## src/rtl/cnt_ctrl.sv

```systemverilog
// cnt_ctrl: run controller for the cnt counter.
// It takes the config over a handshake, issues prescaled enables and stops the counter on its end flag.
module cnt_ctrl #(
    parameter int CNT_W   = 32,
    parameter int PRESC_W = 16
) (
    input  logic               clk_i,
    input  logic               rst_ni,
    input  logic               cfg_valid_i,
    output logic               cfg_ready_o,
    input  logic [CNT_W-1:0]   cfg_target_i,
    input  logic [PRESC_W-1:0] cfg_presc_i,
    input  logic               start_i,
    input  logic               stop_i,
    input  logic               cnt_end_i,
    output logic               cnt_en_o,
    output logic [CNT_W-1:0]   cnt_target_o,
    output logic               busy_o,
    output logic               done_o
);
    typedef enum logic [1:0] {IDLE, RUN, HOLD, DONE} state_t;

    state_t             state, state_next;
    logic [CNT_W-1:0]   target_q;
    logic [PRESC_W-1:0] presc_q, presc_cnt, presc_next;
    logic               tick, cfg_fire, done_q;

    always_comb begin
        cfg_ready_o = (state == IDLE) || (state == DONE);
        cfg_fire    = cfg_valid_i && cfg_ready_o;
        busy_o      = (state == RUN) || (state == HOLD);
        tick        = presc_cnt == presc_q;
        cnt_en_o    = (state == RUN) && tick && !cnt_end_i;
        state_next  = state;
        presc_next  = presc_cnt;
        case (state)
            IDLE: if (start_i && !stop_i) begin
                state_next = RUN;
                presc_next = '0;
            end
            RUN: begin
                presc_next = tick ? '0 : presc_cnt + 1'b1;
                state_next = cnt_end_i ? DONE : stop_i ? HOLD : RUN;
            end
            // Resume keeps the prescaler phase, so no partial period is lost or repeated.
            HOLD: state_next = (start_i && !stop_i) ? RUN : HOLD;
            DONE: state_next = cfg_fire ? IDLE : DONE;
            default: state_next = IDLE;
        endcase
    end

    always_ff @(posedge clk_i or negedge rst_ni) begin
        if (!rst_ni) begin
            state     <= IDLE;
            target_q  <= '0;
            presc_q   <= '0;
            presc_cnt <= '0;
            done_q    <= 1'b0;
        end else begin
            state     <= state_next;
            presc_cnt <= presc_next;
            done_q    <= (state == RUN) && cnt_end_i;
            if (cfg_fire) begin
                target_q <= cfg_target_i;
                presc_q  <= cfg_presc_i;
            end
        end
    end

    assign cnt_target_o = target_q;
    assign done_o       = done_q;
endmodule

```

## config.mk

```make
export PLATFORM = sky130hd
export DESIGN_NAME = cnt_ctrl
export DESIGN_NICKNAME = d
export VERILOG_FILES = /design/src/rtl/cnt_ctrl.sv
export SDC_FILE = /design/constraint.sdc
export NUM_CORES = 1
export LEC_CHECK = 0
export CAP_MARGIN = 20
export CORE_MARGIN = 1.5
export CORE_UTILIZATION = 47
export DETAILED_ROUTE_END_ITERATION = 8
export PLACE_DENSITY = 0.8
export SYNTH_ARGS = -nofsm -noshare
export SYNTH_HDL_FRONTEND = slang
export SYNTH_SLANG_ARGS = --single-unit
```

## constraint.sdc

```tcl
create_clock -name clk_i -period 2.28 [get_ports clk_i]
set_input_delay 0.57 -clock clk_i [delete_from_list [all_inputs] [get_ports clk_i]]
set_output_delay 0.57 -clock clk_i [all_outputs]
set_load 0.02 [all_outputs]
```

==> results of run 1 <==
==> what timing repair did <==
item | CTS | global route
cloned | 0 | 0
setup buffers | 0 | 1
pin swaps | 1 | 5
gates resized for setup | 7 | 1
endpoints found under the setup margin | 3 | 1
==> cell type report <==
class,instances,area (µm²),share of cell area [%]
clock inverters,6,33.8,0.772
inverters,6,22.5,0.515
flip-flops and latches,67,1680,38.3
well taps,77,96.3,2.20
clock buffers,9,124,2.83
repair buffers,113,1090,24.8
multi-input cells,157,1340,30.5
==> registers in the layout (all words and copies together), names as in the netlist <==
name / cells
done_o: 1
presc_q: 16
cnt_target_o: 32
state: 2
presc_cnt: 16
==> worst register-to-register path, cell delays in order, from the launching register on <==
cell and delay, ns:
dfrtp_1 0.40, xnor2_2 0.18, nand4_1 0.21, nor4_4 0.32, buf_4 0.15, buf_4 0.15
nor2_2 0.10, a221o_1 0.36
==> synthesized netlist by cell type <==
master / n
buf_1: 4
nor3_1: 2
nand2_1: 12
mux2_2: 48
clkbuf_1: 1
a21oi_1: 3
nand2b_1: 1
xor2_1: 4
a221o_1: 6
a41oi_1: 1
o21ai_1: 1
xnor2_1: 20
nor4_1: 1
nor2b_1: 4
o21a_1: 2
nor2_2: 1
o31ai_1: 1
o221ai_1: 1
buf_2: 1
and3_1: 6
nor3b_1: 1
and4_1: 2
nand4_1: 8
nor4bb_1: 2
nor4_4: 1
a21o_1: 1
a22o_1: 2
inv_1: 6
ha_1: 5
nor2_1: 13
and2_1: 6
nor4b_1: 2
dfrtp_1: 67
==> per-stage QoR <==
| stage | std cells | TNS, ns | area, µm² | total power [W] |
|---|---|---|---|---|
| finish | 435 | -0.103 | 4370 | 0.00548 |
| global route | 435 | -0.208 | 4370 | 0.00583 |
| CTS | 434 | -0.0895 | 4360 | 0.00554 |
| detailed placement | 419 | -0.171 | 4210 | 0.00473 |
| global placement | 419 | -0.157 | 4210 | 0.00465 |
| floorplan | 236 | 0 | 3040 | 0.00357 |
==> final timing paths <==
kind | startpoint | endpoint | slack (ns) | cells past startpoint
min in group clk_i | cnt_target_o[11] | cnt_target_o[11] | 0.51 | 1
max in group asynchronous | rst_ni | cnt_target_o[2] | 1.49 | 2
setup / recovery | presc_q[14] | cnt_en_o | -0.10 | 5
hold reg to reg | cnt_target_o[11] | cnt_target_o[11] | 0.51 | 1
setup reg to reg | presc_q[14] | presc_cnt[13] | 0.30 | 7
hold / removal | rst_ni | cnt_target_o[29] | 0.18 | 1
==> cells by family (layout without fill, tap and decap cells) <==
group	after synthesis	in the layout	synth area share, %
compound gates	18	18	4.78
xor+xnor	24	24	6.92
fa+ha+maj	5	5	2.06
buf+inv	12	134	1.52
flops	67	67	55.2
mux	48	48	17.8
simple gates	62	62	11.7
==> power by group through the flow <==
stage	sequential [W]	clock (W)	combinational (W)
after detailed placement	0.00199	0	0.00274
after global routing	0.00203	0.000899	0.00290
final	0.00196	0.000822	0.00270
after floorplan	0.00232	0	0.00124
after CTS	0.00197	0.000847	0.00273
after global placement	0.00196	0	0.00269
==> per-layer routing <==
metal  vias to the layer above  global-route usage, %  wire length (µm)
met5                         -                      0                 0
met4                         0                   7.88               120
met3                        11                   7.75               421
met2                        63                   33.5              3150
met1                      1109                   24.0              2630
li1                       1074                      -                 -
==> metrics.md, run 1 <==
| Metric | Value |
|---|---|
| Power per cell area | 1250 nW/µm² |
| Row cnt | 29 |
| Setup CP Type | reg2out |
| Final setup margin | -0.103 ns |
| Max VDD drop | 0.855 mV |
| Sequential share of the synthesized area | 55.2% |
| Starting density of the core | 48.1% |
| DRT iter0 DRCs | ~100 |
| Vias per cell | 5.19 |
| Antenna cell count | 0 |
| Post-synthesis average cell area | 12.9 µm² |
| Die area | a little under 7000 µm² |
| Status | finished with violations |
| Netlist cell types | 33 |
| Required @ worst endpoint | 1.71 ns |
| Leakage | 1.89 nW |
| Period utilisation layout | 105% |
| Critical path capture point type | primary output |
| CP arrival | 1.81 ns |
| Port bufs | 89 |
| Clock slew at reported path FFs | ~0.070 ns |
| Gp weighted congestion | 0.861 |
| Reg power frac | 35.8% |
| Filler Cell Count | 502 |
| Commonest cells after routing, fill and taps aside | 85 x clkdlybuf4s50_1, 67 x dfrtp_1, 48 x mux2_2, 23 x buf_4, 19 x xnor2_1 |
| Endpoints failing hold | 0 |
| Clock latency on the worst-skew pair | 0.34 ns |
| Initial antenna violation count | 0 |
| Critical path's largest stage delay | 0.40 ns |
| Die Wd | 83.4 µm |
| Post-Syn Instances | between 200 and 250 |
| Mapped Area | 3040 µm² |
| Die height | between 80 and 90 µm |
| Share of cells above drive strength 1 | 26.3% |
| Hold buffer count at cts | 0 |
| WL per Instance | 14.5 µm |
| Logic pwr share | 49.2% |
| Hold Crit Class | in2async |
| Vias in the first global route | approximately 2500 |
| Sw frac | 35.7% |
| Failing checks | negative setup slack |
| Via count | 2257 |
| Startpoint Class | flop |
| Fin crit period | 2.38 ns |
| Initial DRT Pass Iterations | 4 |
| Setup WS pre-CTS | -0.171 ns |
| Yosys warns | 0 |
| Area share of the largest cell type after synthesis | 55.2% |
| Clock Sink Count | 67 |
| CP delay by family, top | simple AND/OR/NAND/NOR gates |
| Min Hold Slack | 0.183 ns |
| Clock root buffer | clkbuf_8 |
| Grt ovf | 0 |
| Psw | 0.00196 W |
| Post-Route Utilization | 69.3% |
| Commonest non-fill, non-tap cell in the layout | clkdlybuf4s50_1 |
| Synth Net Count | 295 |
| CTS tree | built |
| Layout area overhead | 44.0% |
| Dominant cell type by area after synthesis | dfrtp_1 |
| Top post-synthesis cells by area | dfrtp_1 55%, mux2_2 18%, xnor2_1 5.8% |
| Pin count of the biggest net entering global routing | 49 |
| Clock power frac | 15.0% |
| Synth Register Bits | 67 |
| Worst-margin pin slew | 0.484 ns |
| Max_cap viols | 0 |
| Clk_skew | approximately 0.0069 ns |
| Clk buf depth | 2 |
| CP bufs+invs | 1 |
| Slew HR | 67.7% |
| Tot GR Track Use | approximately a fifth |
| Post-DP HPWL | around 4600 µm |
| CTS Buf Count | 9 |
| # DRC | 0 |
| Post-layout net count | 413 |
| Crit-path max FO | 2 |
| Core ar. | ~6300 µm² |
| FMAX | roughly 420 MHz |
| Internal power | around 0.0035 W |
| Wirelength, routed | 6320 µm |
| RSZ-0062 raised after global routing | true |
| Global-route wire length before repair | 11100 µm |
| Setup-failing EPs final | 1 |
| Final ANT Viol Nets | 0 |
| Number of H-tree levels | 3 |
| Max-slew violation count | 0 |
| I/O pin total | 90 |
| Slowest CP cell | dfrtp_1 |
| Critical-path cell list | xnor2_2 > nand4_1 > nor4_4 > nor3b_2 > buf_4 |
Power figures use the tool's default switching activity.
==> inputs of run 2 (changes only) <==
SKIP_CTS_REPAIR_TIMING = 1   (was unset)
==> run 2 against run 1 <==
- the run still ends with negative setup slack left
- register-to-register slack is essentially flat
- die area is the same
- cell count is the same
- critical path type unchanged
- power grew 0.30%
- via count shrank 0.31%
- utilization grew 0.12 points
- maximum frequency grew 0.26%
- count of clock-buffer cells in the layout is the same
==> metrics.md, run 2 (synthesized netlist as in run 1, its figures left out) <==
| Metric | Value |
|---|---|
| Status | finished with violations |
| Failing checks | negative setup slack |
| Clk_skew | around 0.0076 ns |
| Share of cells above drive strength 1 | between 20% and 30% |
| Critical path's largest stage delay | 0.40 ns |
| Period utilisation layout | 104% |
| Cells after DPL | around 420 |
| Area of the multi-input gates | about 1300 µm² |
| Global-route wire length before repair | 11000 µm |
| Number of H-tree levels | 3 |
| Pin count of the biggest net entering global routing | 49 |
| Die height | 83.4 µm |
| CP arrival | 1.81 ns |
| Die Wd | around 83 µm |
| Fin Setup TNS | -0.0974 ns |
| Die area | 6950 µm² |
| CTS Buf Count | 9 |
| R2R cell count | 7 |
| Leakage | 1.91 nW |
| Filler Cell Count | 500 |
| Clock latency on the worst-skew pair | between 0.3 and 0.4 ns |
| Initial DRT Pass Iterations | 4 |
| Port bufs | around 90 |
| Clk buf depth | 2 |
| Max VDD drop | ~0.86 mV |
| CP delay by family, top | simple AND/OR/NAND/NOR gates |
| Core ar. | 6310 µm² |
| Clock power frac | 14.9% |
| Final ANT Viol Nets | 0 |
| Startpoint Class | flop |
| Setup CP Type | reg2out |
| Row cnt | 29 |
| Worst R2R Setup Slack | roughly 0.3 ns |
| # DRC | 0 |
| Via count | 2250 |
| Max_cap viols | 0 |
| Setup-failing EPs final | 1 |
| Post-DP HPWL | approximately 4600 µm |
| Reg2reg end | presc_cnt[13] |
| Crit-path max FO | 2 |
| Starting density of the core | approximately 48% |
| Wirelength, routed | around 6300 µm |
| Required @ worst endpoint | 1.71 ns |
| Endpoints failing hold | 0 |
| Clock slew at reported path FFs | 0.07 ns |
| Hold Crit Class | in2async |
| Reg-to-reg startpoint | presc_q[14] |
| Non-filler cells, final | between 400 and 500 |
| Fin crit period | 2.38 ns |
| I/O pin total | 90 |
| WL per Instance | 14.6 µm |
| Vias in the first global route | 2477 |
| Reg power frac | 35.7% |
| Antenna cell count | 0 |
| Max-slew violation count | 0 |
| Slowest CP cell | dfrtp_1 |
| CTS tree | built |
| Sequential cell area | roughly 1700 µm² |
| Final setup margin | -0.0974 ns |
| Clock root buffer | clkbuf_8 |
| Worst-margin pin slew | 0.483 ns |
| Max reg flops | 32 |
| Critical-path cell list | xnor2_2 > nand4_1 > nor4_4 > nor3b_2 > buf_4 |
| CP bufs+invs | 1 |
| RSZ-0062 raised after global routing | true |
| Slew HR | between 60% and 70% |
| Logic pwr share | 49.4% |
| Gp weighted congestion | 0.861 |
| Grt ovf | 0 |
| Sw frac | 35.6% |
| Power per cell area | between 1000 and 1500 nW/µm² |
| FMAX | 421 MHz |
| Commonest cells after routing, fill and taps aside | 85 x clkdlybuf4s50_1, 67 x dfrtp_1, 48 x mux2_2, 23 x buf_4, 19 x xnor2_1 |
| Layout area overhead | 44.2% |
| Tot GR Track Use | 20.2% |
| DRT iter0 DRCs | between 100 and 150 |
| Pwr Total | 0.00550 W |
| Psw | about 0.0020 W |
| Commonest non-fill, non-tap cell in the layout | clkdlybuf4s50_1 |
| Post-layout net count | 413 |
| Clock Sink Count | 67 |
| Vias per cell | 5.17 |
| Internal power | ~0.0035 W |
| Critical path capture point type | primary output |
| Initial antenna violation count | 0 |
-- run 2: cell count changes in the layout (fill, tap and decap cells not counted), sizes merged --
cell	before	now
dlygate4sd2	2	0
dlymetal6s2s	0	2
-- run 2: area by class of cell --
type	count	share of cell area [%]
inverter	6	0.514
tap	77	2.20
sequential	67	38.3
clock inverter	6	0.771
clock buffer	9	2.83
multi-input combinational	157	30.5
timing repair buffer	113	25.0
-- run 2: worst register-to-register path, cell delays in order (launching register included) --
cell     delay (ns)
dfrtp_1        0.40
xnor2_2        0.18
nand4_1        0.21
nor4_4         0.32
buf_4          0.15
buf_4          0.15
nor2_2         0.10
a221o_1        0.36
-- run 2: power groups by stage --
| stage | Sequential, W | Combinational [W] | Clock [W] |
|---|---|---|---|
| after floorplan | 0.00232 | 0.00124 | 0 |
| after CTS | 0.00197 | 0.00275 | 0.000847 |
| after global placement | 0.00196 | 0.00269 | 0 |
| after global routing | 0.00203 | 0.00292 | 0.000899 |
| final | 0.00196 | 0.00272 | 0.000819 |
| after detailed placement | 0.00199 | 0.00274 | 0 |
-- run 2: worst max-delay path by stage --
stage / cells past startpoint / start / endpoint
finish: 5 / presc_q[14] / cnt_en_o
global route: 5 / presc_cnt[11] / cnt_en_o
CTS: 5 / presc_cnt[2] / cnt_en_o
detailed placement: 5 / presc_cnt[2] / cnt_en_o
global placement: 5 / presc_cnt[8] / cnt_en_o
floorplan: 4 / presc_cnt[3] / cnt_en_o
-- run 2: stage by stage --
stage	hold slack, ns	util [%]	setup slack (ns)	area, µm²
finish	0.187	69.4	-0.0974	4380
global route	0.216	69.4	-0.208	4380
CTS	0.183	69.1	-0.549	4360
detailed placement	0.496	66.6	-0.171	4210
global placement	0.488	66.6	-0.157	4210
floorplan	0.274	-	0.100	3040
-- run 2: per-layer routing --
layer  part of all wire, %  up-vias  GRT usage [%]  wire length, µm
li1                      -     1075              -                -
met4                   1.6        0           7.88              100
met5                     0        -              0                0
met3                   5.7        9           7.75              360
met2                    51       55           33.4             3220
met1                    42     1111           23.9             2650
